$ cat src/rtl/alu_pkg.sv
// Shared types and helpers for the multicycle ALU: op encoding, FSM states
// and iterative-op classification.
package alu_pkg;

    typedef enum logic [3:0] {
        OP_AND  = 4'b0000,
        OP_OR   = 4'b0001,
        OP_ADD  = 4'b0010,
        OP_XOR  = 4'b0011,
        OP_NOR  = 4'b0100,
        OP_SLTU = 4'b0101,
        OP_SUB  = 4'b0110,
        OP_SLT  = 4'b0111,
        OP_SLL  = 4'b1000,
        OP_SRL  = 4'b1001,
        OP_SRA  = 4'b1010,
        OP_MULU = 4'b1100,
        OP_DIVU = 4'b1101
    } alu_op_t;

    typedef enum logic [1:0] {
        IDLE = 2'd0,
        MUL  = 2'd1,
        DIV  = 2'd2
    } alu_state_t;

    function automatic logic is_iterative(input logic [3:0] op);
        return (op == OP_MULU) || (op == OP_DIVU);
    endfunction

endpackage

$ cat src/rtl/alu_multicycle_if.sv
// Request/result bundle between the control FSM (master) and the ALU (slave).
interface alu_multicycle_if #(
    parameter int unsigned WIDTH = 16
);
    logic             start;
    logic [3:0]       op;
    logic [WIDTH-1:0] a;
    logic [WIDTH-1:0] b;
    logic [WIDTH-1:0] result;
    logic [WIDTH-1:0] result_hi;
    logic             zero;
    logic             negative;
    logic             carry;
    logic             overflow;
    logic             div_by_zero;
    logic             busy;
    logic             done;

    modport master (
        output start, op, a, b,
        input  result, result_hi, zero, negative, carry, overflow,
               div_by_zero, busy, done
    );

    modport slave (
        input  start, op, a, b,
        output result, result_hi, zero, negative, carry, overflow,
               div_by_zero, busy, done
    );
endinterface

$ cat src/rtl/alu_muldiv_iter.sv
// Shared iterative datapath: shift-add unsigned multiply and restoring divide,
// one bit per step. nxt_*_c expose the post-step values so the final step can
// be written straight to the output registers.
module alu_muldiv_iter #(
    parameter int unsigned WIDTH = 16
) (
    input  logic             clk,
    input  logic             reset,
    input  logic             load,
    input  logic             step,
    input  logic             div,
    input  logic [WIDTH-1:0] a,
    input  logic [WIDTH-1:0] b,
    output logic [WIDTH-1:0] nxt_lo_c,
    output logic [WIDTH-1:0] nxt_hi_c
);
    logic [WIDTH-1:0] acc_q;   // product high half / partial remainder
    logic [WIDTH-1:0] sh_q;    // multiplier / quotient shift register
    logic [WIDTH-1:0] opnd_q;  // multiplicand / divisor
    logic [WIDTH:0]   x;
    logic [WIDTH:0]   y;
    logic [WIDTH:0]   sum;

    // Divide subtracts from the shifted remainder; its sign bit is the borrow.
    always_comb begin
        x = div ? {acc_q, sh_q[WIDTH-1]} : {1'b0, acc_q};
        y = {1'b0, opnd_q};
        if (div) begin
            sum = x - y;
        end else if (sh_q[0]) begin
            sum = x + y;
        end else begin
            sum = x;
        end
        if (div) begin
            nxt_hi_c = sum[WIDTH] ? x[WIDTH-1:0] : sum[WIDTH-1:0];
            nxt_lo_c = {sh_q[WIDTH-2:0], ~sum[WIDTH]};
        end else begin
            nxt_hi_c = sum[WIDTH:1];
            nxt_lo_c = {sum[0], sh_q[WIDTH-1:1]};
        end
    end

    always_ff @(posedge clk or posedge reset) begin
        if (reset) begin
            acc_q  <= '0;
            sh_q   <= '0;
            opnd_q <= '0;
        end else if (load) begin
            acc_q  <= '0;
            sh_q   <= div ? a : b;
            opnd_q <= div ? b : a;
        end else if (step) begin
            acc_q  <= nxt_hi_c;
            sh_q   <= nxt_lo_c;
        end
    end

endmodule

$ cat src/rtl/alu_multicycle.sv
// Multicycle ALU: single-cycle logic/arith/shift ops plus iterative MULU/DIVU
// under a start/busy/done handshake, with all results and flags registered.
module alu_multicycle
    import alu_pkg::*;
#(
    parameter int unsigned WIDTH = 16
) (
    input  logic               clk,
    input  logic               reset,
    alu_multicycle_if.slave    bus
);
    localparam int unsigned SHW = $clog2(WIDTH);
    localparam int unsigned CW  = $clog2(WIDTH + 1);

    alu_state_t       state_q, state_d;
    logic [CW-1:0]    cnt_q, cnt_d;
    alu_op_t          op_e;
    logic             load, step, div_sel, wr;
    logic [WIDTH-1:0] nxt_lo_c, nxt_hi_c;

    logic [WIDTH-1:0] sc_res;
    logic             sc_c, sc_v;
    logic [WIDTH:0]   add_w, sub_w;
    logic [SHW-1:0]   shamt;

    logic [WIDTH-1:0] res_d, hi_d;
    logic             c_d, v_d, dz_d;

    logic [WIDTH-1:0] result_q, result_hi_q;
    logic             zero_q, negative_q, carry_q, overflow_q, dz_q, busy_q, done_q;

    assign op_e = alu_op_t'(bus.op);

    alu_muldiv_iter #(.WIDTH(WIDTH)) u_iter (
        .clk      (clk),
        .reset    (reset),
        .load     (load),
        .step     (step),
        .div      (div_sel),
        .a        (bus.a),
        .b        (bus.b),
        .nxt_lo_c (nxt_lo_c),
        .nxt_hi_c (nxt_hi_c)
    );

    // Single-cycle result and arithmetic flags.
    always_comb begin
        sc_res = '0;
        sc_c   = 1'b0;
        sc_v   = 1'b0;
        add_w  = {1'b0, bus.a} + {1'b0, bus.b};
        sub_w  = {1'b0, bus.a} - {1'b0, bus.b};
        shamt  = bus.b[SHW-1:0];
        case (op_e)
            OP_AND:  sc_res = bus.a & bus.b;
            OP_OR:   sc_res = bus.a | bus.b;
            OP_XOR:  sc_res = bus.a ^ bus.b;
            OP_NOR:  sc_res = ~(bus.a | bus.b);
            OP_ADD: begin
                sc_res = add_w[WIDTH-1:0];
                sc_c   = add_w[WIDTH];
                sc_v   = (bus.a[WIDTH-1] == bus.b[WIDTH-1]) &&
                         (add_w[WIDTH-1] != bus.a[WIDTH-1]);
            end
            OP_SUB: begin
                sc_res = sub_w[WIDTH-1:0];
                sc_c   = sub_w[WIDTH];
                sc_v   = (bus.a[WIDTH-1] != bus.b[WIDTH-1]) &&
                         (sub_w[WIDTH-1] != bus.a[WIDTH-1]);
            end
            OP_SLTU: sc_res = WIDTH'(bus.a < bus.b);
            OP_SLT:  sc_res = WIDTH'($signed(bus.a) < $signed(bus.b));
            OP_SLL:  sc_res = bus.a << shamt;
            OP_SRL:  sc_res = bus.a >> shamt;
            OP_SRA:  sc_res = WIDTH'($signed(bus.a) >>> shamt);
            default: sc_res = '0;
        endcase
    end

    always_ff @(posedge clk or posedge reset) begin
        if (reset) begin
            state_q <= IDLE;
            cnt_q   <= '0;
        end else begin
            state_q <= state_d;
            cnt_q   <= cnt_d;
        end
    end

    // Next state, iteration control and values to write on completion.
    always_comb begin
        state_d = state_q;
        cnt_d   = cnt_q;
        load    = 1'b0;
        step    = 1'b0;
        wr      = 1'b0;
        div_sel = 1'b0;
        res_d   = '0;
        hi_d    = '0;
        c_d     = 1'b0;
        v_d     = 1'b0;
        dz_d    = 1'b0;
        case (state_q)
            IDLE: begin
                div_sel = (op_e == OP_DIVU);
                if (bus.start) begin
                    if (is_iterative(bus.op) && !(op_e == OP_DIVU && bus.b == '0)) begin
                        load    = 1'b1;
                        cnt_d   = CW'(WIDTH);
                        state_d = (op_e == OP_MULU) ? MUL : DIV;
                    end else if (op_e == OP_DIVU) begin
                        wr    = 1'b1;
                        res_d = '1;
                        hi_d  = bus.a;
                        dz_d  = 1'b1;
                    end else begin
                        wr    = 1'b1;
                        res_d = sc_res;
                        c_d   = sc_c;
                        v_d   = sc_v;
                    end
                end
            end
            MUL, DIV: begin
                div_sel = (state_q == DIV);
                step    = 1'b1;
                cnt_d   = cnt_q - CW'(1);
                if (cnt_q == CW'(1)) begin
                    wr      = 1'b1;
                    state_d = IDLE;
                    res_d   = nxt_lo_c;
                    hi_d    = nxt_hi_c;
                    v_d     = (state_q == MUL) && (nxt_hi_c != '0);
                end
            end
            default: state_d = IDLE;
        endcase
    end

    always_ff @(posedge clk or posedge reset) begin
        if (reset) begin
            result_q    <= '0;
            result_hi_q <= '0;
            zero_q      <= 1'b0;
            negative_q  <= 1'b0;
            carry_q     <= 1'b0;
            overflow_q  <= 1'b0;
            dz_q        <= 1'b0;
            busy_q      <= 1'b0;
            done_q      <= 1'b0;
        end else begin
            busy_q <= (state_d != IDLE);
            done_q <= wr;
            if (wr) begin
                result_q    <= res_d;
                result_hi_q <= hi_d;
                zero_q      <= (res_d == '0);
                negative_q  <= res_d[WIDTH-1];
                carry_q     <= c_d;
                overflow_q  <= v_d;
                dz_q        <= dz_d;
            end
        end
    end

    assign bus.result      = result_q;
    assign bus.result_hi   = result_hi_q;
    assign bus.zero        = zero_q;
    assign bus.negative    = negative_q;
    assign bus.carry       = carry_q;
    assign bus.overflow    = overflow_q;
    assign bus.div_by_zero = dz_q;
    assign bus.busy        = busy_q;
    assign bus.done        = done_q;

endmodule
$ cat src/flat_wrapper.sv
// flat-port wrapper written by rule: the top's interface ports become plain ports
module alu_multicycle_flat import alu_pkg::*;
#(
    parameter int unsigned WIDTH = 16
)
  (clk, reset, bus_start, bus_op, bus_a, bus_b, bus_result, bus_result_hi, bus_zero, bus_negative, bus_carry, bus_overflow, bus_div_by_zero, bus_busy, bus_done);
  alu_multicycle_if #(.WIDTH(WIDTH)) bus_i ();
  input  logic clk;
  input  logic reset;
  input wire logic [$bits(bus_i.start)-1:0] bus_start;
  input wire logic [$bits(bus_i.op)-1:0] bus_op;
  input wire logic [$bits(bus_i.a)-1:0] bus_a;
  input wire logic [$bits(bus_i.b)-1:0] bus_b;
  output wire logic [$bits(bus_i.result)-1:0] bus_result;
  output wire logic [$bits(bus_i.result_hi)-1:0] bus_result_hi;
  output wire logic [$bits(bus_i.zero)-1:0] bus_zero;
  output wire logic [$bits(bus_i.negative)-1:0] bus_negative;
  output wire logic [$bits(bus_i.carry)-1:0] bus_carry;
  output wire logic [$bits(bus_i.overflow)-1:0] bus_overflow;
  output wire logic [$bits(bus_i.div_by_zero)-1:0] bus_div_by_zero;
  output wire logic [$bits(bus_i.busy)-1:0] bus_busy;
  output wire logic [$bits(bus_i.done)-1:0] bus_done;
  assign bus_i.start = bus_start;
  assign bus_i.op = bus_op;
  assign bus_i.a = bus_a;
  assign bus_i.b = bus_b;
  assign bus_result = bus_i.result;
  assign bus_result_hi = bus_i.result_hi;
  assign bus_zero = bus_i.zero;
  assign bus_negative = bus_i.negative;
  assign bus_carry = bus_i.carry;
  assign bus_overflow = bus_i.overflow;
  assign bus_div_by_zero = bus_i.div_by_zero;
  assign bus_busy = bus_i.busy;
  assign bus_done = bus_i.done;
  alu_multicycle #(.WIDTH(WIDTH)) u_core (.clk(clk), .reset(reset), .bus(bus_i));
endmodule
$ cat config.mk
export PLATFORM = sky130hd
export DESIGN_NAME = alu_multicycle_flat
export DESIGN_NICKNAME = d
export VERILOG_FILES = /design/src/rtl/alu_pkg.sv /design/src/rtl/alu_multicycle_if.sv /design/src/rtl/alu_muldiv_iter.sv /design/src/rtl/alu_multicycle.sv /design/src/flat_wrapper.sv
export SDC_FILE = /design/constraint.sdc
export NUM_CORES = 1
export LEC_CHECK = 0
export CAP_MARGIN = 40
export CORE_MARGIN = 2
export CORE_UTILIZATION = 40
export DETAILED_ROUTE_END_ITERATION = 8
export GPL_TIMING_DRIVEN = 0
export PLACE_DENSITY = 0.6
export SYNTH_ARGS = -nofsm -noshare
export SYNTH_HDL_FRONTEND = slang
export SYNTH_SLANG_ARGS = --single-unit
$ cat constraint.sdc
create_clock -name clk -period 14.3 [get_ports clk]
set_clock_uncertainty 0.15 [all_clocks]
set_input_delay 1.43 -clock clk [delete_from_list [all_inputs] [get_ports clk]]
set_output_delay 1.43 -clock clk [all_outputs]
set_load 0.1 [all_outputs]
==> impl_metrics.csv, run 1 <==
group,metric,value,unit
status,status,"finished clean",
yosys,synth_top_family_by_area,"compound AO/OA/AOI/OAI gates",
pwr,p_per_area,253,nW/um2
sta,slew_headroom,39.8,%
detailed_routing,dr.pass1.iters,6,
clock_tree,cts_tree,"built",
die,pin_count,78,
worst_setup_path,crit_type,"in -> reg",
layout,syn2layout_area_growth,19.7,%
layout,final_cell_mix,"217 x nand2_1, 173 x nor2_1, 116 x a21oi_1",
yosys,synth_edf_count,0,
grt,grt_pass1_vias,12000,
worst_setup_path,required,14400,ps
yosys,yosysTopAreaCellShare,20.6,%
sta,fmax,109,MHz
place,place.gp.congestion,1.02,
clock_tree,root_buffer,"clkbuf_16",
yosys,yosys.area_share.simple,20.7,%
worst_setup_path,worst_setup_path_start_kind,"input pin",
layout,finish.utilization,48.7,%
clock_tree,clk_latency,370,ps
detailed_routing,drc_errors,0,
worst_setup_path,slowest_delay,690,ps
yosys,yosysSeqAreaShare,20.6,%
die,rows,61,
yosys,synth_warnings,0,
worst_setup_path,endpoint_kind,"flip-flop",
worst_setup_path,arrival,9280,ps
grt,grt_overflow,0,
detailed_routing,wl,48400,um
worst_setup_path,cp_num_buf_inv,7,
pwr,peakVddDrop,0.000119,V
detailed_routing,vias,12700,
die,dieArea,29600,um2
sta,grt_setup_unrepaired,"no",
yosys,synth_compound_area_share,27.7,%
grt,grt_pass1_wl,73200,um
grt,grtUsageTotal,32.9,%
yosys,ys_async_sr_fraction,100,%
yosys,synth_xor_area_share,2.47,%
place,hpwlAfterDp,37600,um
min_path,hold_path_class,"reg -> reg",
detailed_routing,dr.first_iter.drc_count,1699,
layout,final_common_cell,"nand2_1",
pwr,total_power,3420,uW
place,portBuffers,76,
yosys,ys_ff_latch,93,
yosys,synth_nets,1667,
yosys,synth_area,11300,um2
min_path,min-delay-start,"u_core.bus.div_by_zero$_DFFE_PP0P_",
die,die_w,172,um
clock_tree,clk_pin_slew,70,ps
sta,setup_tns,0,ps
yosys,synth_cells,1537,
yosys,synthAdderAreaFrac,10.3,%
layout,fillCellCount,2820,
sta,worstMarginPinSlew,893,ps
yosys,synth.distinct_cells,88,
worst_setup_path,crit_chain,"clkdlybuf4s50_1 > buf_2 > nand2b_1 > or3_1 > mux2_2 > clkbuf_1 > buf_1 > buf_1 > clkbuf_1 > nand2_1 > nand2_1 > inv_1 > fa_1 > or2_1 > a21oi_2 > o2111ai_1 > o211ai_2 > xor2_2 > mux2i_1 > o21ai_0 > or4_1 > nor4_1 > nand4_1 > a31o_1",
yosys,synth_mux_area_share,10.4,%
pwr,power.leakage,0.00582,uW
sta,setup_viol,0,
clock_tree,cts_made_buffers,9,
grt,grt_max_degree,63,
sta,finalHoldViolCount,0,
yosys,syn_area_per_cell,7.35,um2
clock_tree,ctsHoldBuffers,0,
detailed_routing,ant_nets,0,
die,initial_core_util,40.7,%
clock_tree,ctsResizeCount,0,
layout,antenna_cells,0,
worst_setup_path,critPathMaxFanout,10,
sta,final.period_utilization,64.2,%
detailed_routing,via_per_inst,6.20,
sta,final_max_slew_viol_count,0,
clock_tree,post_cts_buffers,0,
layout,post-route-cell-area,13500,um2
sta,period_needed,9180,ps
worst_setup_path,critical-path-top-delay-family,"buffers and inverters",
die,chipHeight,172,um
run,max_cap_violations,0,
clock_tree,cts_buffer_depth,2,
yosys,synthTopCellsByArea,"dfrtp_1 21%, ha_1 9.6%, mux2i_1 7.5%",
clock_tree,htree_levels,3,
grt,antenna_found_initial,0,
worst_setup_path,worstReg2RegStart,"u_core.state_q[0]$_DFF_PP0_",
layout,nets,1799,
yosys,synth_top_area_cell,"dfrtp_1",
detailed_routing,avgRoutedWirePerCell,23.6,um
layout,drive_above_1_share,8.06,%
clock_tree,clock-sinks,93,
die,core_area,27800,um2
yosys,synth_ff_type,"dfrtp_1",
worst_setup_path,cp_slowest_cell,"buf_1",
worst_setup_path,startpoint,"bus_op[0]",
place,place_area,13200,um2
-- cells in the mapped netlist (all sizes together) (4+ instances only) --
| master | count |
|---|---|
| or3 | 8 |
| a2111o | 4 |
| o22ai | 10 |
| mux4 | 10 |
| a21o | 12 |
| nand2 | 217 |
| nand2b | 17 |
| mux2i | 85 |
| or4 | 5 |
| or2 | 9 |
| o221ai | 11 |
| clkbuf | 84 |
| a22oi | 25 |
| xnor2 | 23 |
| a211oi | 23 |
| inv | 86 |
| a311oi | 7 |
| o211ai | 29 |
| o311ai | 12 |
| o31ai | 12 |
| xor2 | 8 |
| buf | 40 |
| dfrtp | 93 |
| o21a | 6 |
| mux2 | 9 |
| o21bai | 10 |
| nand3 | 25 |
| nor3 | 22 |
| nor2b | 10 |
| o21ai | 101 |
| o2111ai | 5 |
| ha | 87 |
| fa | 4 |
| nand4 | 11 |
| a31oi | 39 |
| nor4 | 11 |
| o21ba | 6 |
| nor2 | 173 |
| a22o | 5 |
| a21oi | 117 |
| and2 | 8 |
-- metrics by stage --
step | hold slack [ps] | setup WS [ps] | std cells
3_5_place_dp | 332 | 4960 | 2036
4_1_cts | 349 | 5320 | 2052
3_3_place_gp | 315 | 4620 | 1991
2_1_floorplan | 323 | 7390 | 1537
6_report | 338 | 5120 | 2052
5_1_grt | 373 | 4810 | 2052
-- worst paths after layout --
kind,to,slack (ps),cells past startpoint
max in group asynchronous,u_core.u_iter.acc_q[14]$_DFFE_PP0P_,12060,3
hold / removal,u_core.bus.div_by_zero$_DFFE_PP0P_,340,1
min in group asynchronous,u_core.bus.done$_DFF_PP0_,1260,2
setup reg to reg,u_core.bus.overflow$_DFFE_PP0P_,6120,25
hold reg to reg,u_core.bus.div_by_zero$_DFFE_PP0P_,340,1
setup / recovery,u_core.bus.overflow$_DFFE_PP0P_,5120,24
-- final cells by class --
class | count | area [um2] | area share (%)
inverter | 88 | 333 | 2.46
clock buffer | 10 | 239 | 1.77
multi-input combinational | 1232 | 8100 | 59.9
clock inverter | 6 | 55.1 | 0.407
tap | 378 | 473 | 3.50
sequential | 93 | 2330 | 17.2
timing repair buffer | 121 | 1450 | 10.7
buffer | 124 | 541 | 4.00
-- power breakdown --
part,internal (uW),switching [uW]
sequential,388,121
combinational,962,1710
clock,126,117
-- kinds of logic (layout without fill, tap and decap cells) --
kind of cell | count (synthesis) | in the layout
AOI/OAI and AO/OA | 475 | 475
adders and majority gates | 91 | 91
buffers and inverters | 212 | 349
and+or+nand+nor | 531 | 531
muxes | 104 | 104
DFF | 93 | 93
xor gates and xnor gates | 31 | 31
-- state kept, by name, summed over array words and instances (netlist names) --
signal and flops:
u_core.bus.busy 1, u_core.bus.carry 1, u_core.bus.div_by_zero 1, u_core.bus.done 1, u_core.bus.negative 1, u_core.bus.overflow 1, u_core.bus.result 15, u_core.bus.result_hi 16
u_core.bus.zero 1, u_core.cnt_q 5, u_core.state_q 2, u_core.u_iter.acc_q 16, u_core.u_iter.opnd_q 16, u_core.u_iter.sh_q 16
-- layer usage --
metal | up-vias | wire length, um | GRT usage, %
met2 | 644 | 22100 | 52.2
met3 | 138 | 3400 | 4.14
met1 | 6167 | 20200 | 43.8
met5 | - | 0 | 0
met4 | 0 | 2660 | 17.2
li1 | 5777 | - | -
No activity file was read; power rests on OpenSTA's default activity.
==> run 2: changes to the inputs <==
--- a/config.mk
+++ b/config.mk
@@ -10,7 +10,7 @@
 export CORE_UTILIZATION = 40
 export DETAILED_ROUTE_END_ITERATION = 8
 export GPL_TIMING_DRIVEN = 0
-export PLACE_DENSITY = 0.6
+export PLACE_DENSITY = 0.62
 export SYNTH_ARGS = -nofsm -noshare
 export SYNTH_HDL_FRONTEND = slang
 export SYNTH_SLANG_ARGS = --single-unit
==> constraint.sdc (replaced) <==
create_clock -name clk -period 8.4 [get_ports clk]
set_clock_uncertainty 0.15 [all_clocks]
set_input_delay 0.84 -clock clk [delete_from_list [all_inputs] [get_ports clk]]
set_output_delay 0.84 -clock clk [all_outputs]
set_load 0.1 [all_outputs]
==> run 2 against run 1 <==
Effect of this change: core utilization about the same; sequential share of layout area about the same; design area about the same; hold slack got worse by 1.4 ps; sequential cell count unchanged; sequential power increased by 71%; die area unchanged; first-iteration DRC count decreased by 19%; critical path type unchanged; register-to-register slack got worse by 5400 ps.
==> impl_metrics.csv, run 2 (synthesized netlist as in run 1, its figures left out) <==
group,metric,value,unit
status,status,"finished clean",
detailed_routing,avgRoutedWirePerCell,23.4,um
worst_setup_path,reg2reg_setup_slack,730,ps
grt,grtUsageTotal,32.7,%
clock_tree,clk_latency,360,ps
die,rows,61,
grt,grt_max_degree,52,
pwr,power.leakage,0.00584,uW
grt,grt_pass1_vias,11900,
layout,nets,1800,
detailed_routing,via_per_inst,6.14,
layout,fillCellCount,2848,
worst_setup_path,crit_chain,"clkdlybuf4s50_1 > buf_2 > nand2b_1 > or3_1 > mux2_2 > clkbuf_1 > buf_1 > clkbuf_2 > clkbuf_1 > nand2_1 > nand2_1 > ha_1 > or2_1 > a21oi_2 > o2111ai_1 > o211ai_2 > xor2_2 > mux2i_1 > o21ai_0 > or4_1 > nor4_1 > nand4_1 > a31o_1",
sta,period_needed,8060,ps
sta,setup_viol,0,
die,core_area,27800,um2
clock_tree,cts_tree,"built",
sta,grt_setup_unrepaired,"no",
die,pin_count,78,
pwr,total_power,5810,uW
worst_setup_path,cp_num_buf_inv,6,
detailed_routing,dr.pass1.iters,7,
place,portBuffers,76,
min_path,hold_path_class,"reg -> reg",
layout,antenna_cells,0,
worst_setup_path,endpoint_kind,"flip-flop",
pwr,p_per_area,430,nW/um2
worst_setup_path,cp-endpoint,"u_core.bus.overflow$_DFFE_PP0P_",
place,place.gp.congestion,0.965,
worst_setup_path,startpoint,"bus_op[0]",
worst_setup_path,crit_type,"in -> reg",
worst_setup_path,cp.depth,23,
die,chipHeight,172,um
clock_tree,ctsHoldBuffers,0,
layout,final_cell_mix,"217 x nand2_1, 173 x nor2_1, 116 x a21oi_1",
layout,syn2layout_area_growth,19.7,%
sta,setup_tns,0,ps
grt,antenna_found_initial,1,
detailed_routing,vias,12600,
clock_tree,post_cts_buffers,0,
die,dieArea,29600,um2
worst_setup_path,critPathMaxFanout,10,
die,initial_core_util,40.7,%
detailed_routing,drc_errors,0,
clock_tree,clock-sinks,93,
worst_setup_path,worst_setup_path_start_kind,"input pin",
place,hpwlAfterDp,37400,um
die,die_w,172,um
worst_setup_path,cp_slowest_cell,"or4_1",
layout,drive_above_1_share,8.36,%
clock_tree,clk_pin_slew,80,ps
pwr,peakVddDrop,0.000155,V
worst_setup_path,r2r_cells,24,
detailed_routing,dr.first_iter.drc_count,1376,
run,max_cap_violations,0,
layout,final_common_cell,"nand2_1",
sta,finalHoldViolCount,0,
clock_tree,ctsResizeCount,0,
worst_setup_path,critical-path-top-delay-family,"buffers and inverters",
sta,final.period_utilization,95.9,%
worst_setup_path,arrival,8140,ps
clock_tree,root_buffer,"clkbuf_16",
sta,slew_headroom,38.2,%
clock_tree,cts_buffer_depth,2,
worst_setup_path,timing.rr.end,"u_core.bus.overflow$_DFFE_PP0P_",
worst_setup_path,required,8490,ps
clock_tree,htree_levels,3,
sta,final_max_slew_viol_count,0,
detailed_routing,ant_nets,0,
grt,grt_pass1_wl,73100,um
worst_setup_path,slowest_delay,580,ps
detailed_routing,wl,48100,um
clock_tree,cts_made_buffers,9,
grt,grt_overflow,0,
sta,fmax,124,MHz
worst_setup_path,worstReg2RegStart,"u_core.state_q[0]$_DFF_PP0_",
sta,worstMarginPinSlew,927,ps
## run 2: tightest hold or removal path, stage by stage, from the launching register on
cell and delay, ps:
dfrtp_1 350, nand2_1 60, o41ai_2 50
## run 2: cell type report
cell class | count | area [um2] | area share, %
Buffer | 124 | 546 | 4.03
Clock buffer | 10 | 239 | 1.77
Clock inverter | 6 | 75.1 | 0.555
Inverter | 88 | 333 | 2.46
Multi-Input combinational cell | 1232 | 8100 | 59.9
Sequential cell | 93 | 2330 | 17.2
Tap cell | 378 | 473 | 3.50
Timing Repair Buffer | 122 | 1430 | 10.6
## run 2: layer usage
layer	GRT usage, %	part of all wire (%)
met1	43.7	42
met5	0	0.027
met3	3.96	7.6
met2	53.7	47
met4	13.1	4.1
## run 2: how the worst min path moves through the flow
stage	from	cells past startpoint	endpoint
detailed placement	u_core.bus.zero$_DFFE_PP0P_	2	u_core.bus.zero$_DFFE_PP0P_
floorplan	u_core.cnt_q[1]$_DFFE_PP0P_	2	u_core.cnt_q[1]$_DFFE_PP0P_
finish	u_core.bus.zero$_DFFE_PP0P_	2	u_core.bus.zero$_DFFE_PP0P_
global route	u_core.bus.zero$_DFFE_PP0P_	2	u_core.bus.zero$_DFFE_PP0P_
global placement	u_core.bus.div_by_zero$_DFFE_PP0P_	1	u_core.bus.div_by_zero$_DFFE_PP0P_
CTS	u_core.bus.zero$_DFFE_PP0P_	2	u_core.bus.zero$_DFFE_PP0P_
## run 2: per-stage QoR
step | instance area [um2] | cells | worst slack [ps] | util (%) | hold slack (ps)
after floorplan | 11300 | 1537 | 2080 | - | 323
after global placement | 12500 | 1991 | -645 | 45.1 | 316
after detailed placement | 13200 | 2037 | -254 | 47.5 | 315
after CTS | 13500 | 2053 | 108 | 48.7 | 332
after global routing | 13500 | 2053 | 72.5 | 48.7 | 374
final | 13500 | 2053 | 345 | 48.7 | 337
## run 2: power by group
part,switching (uW),leakage [uW],internal (uW)
registers,210,0.00113,660
logic,2870,0.00456,1620
clock network,199,0.000152,245
total,3280,0.00584,2530
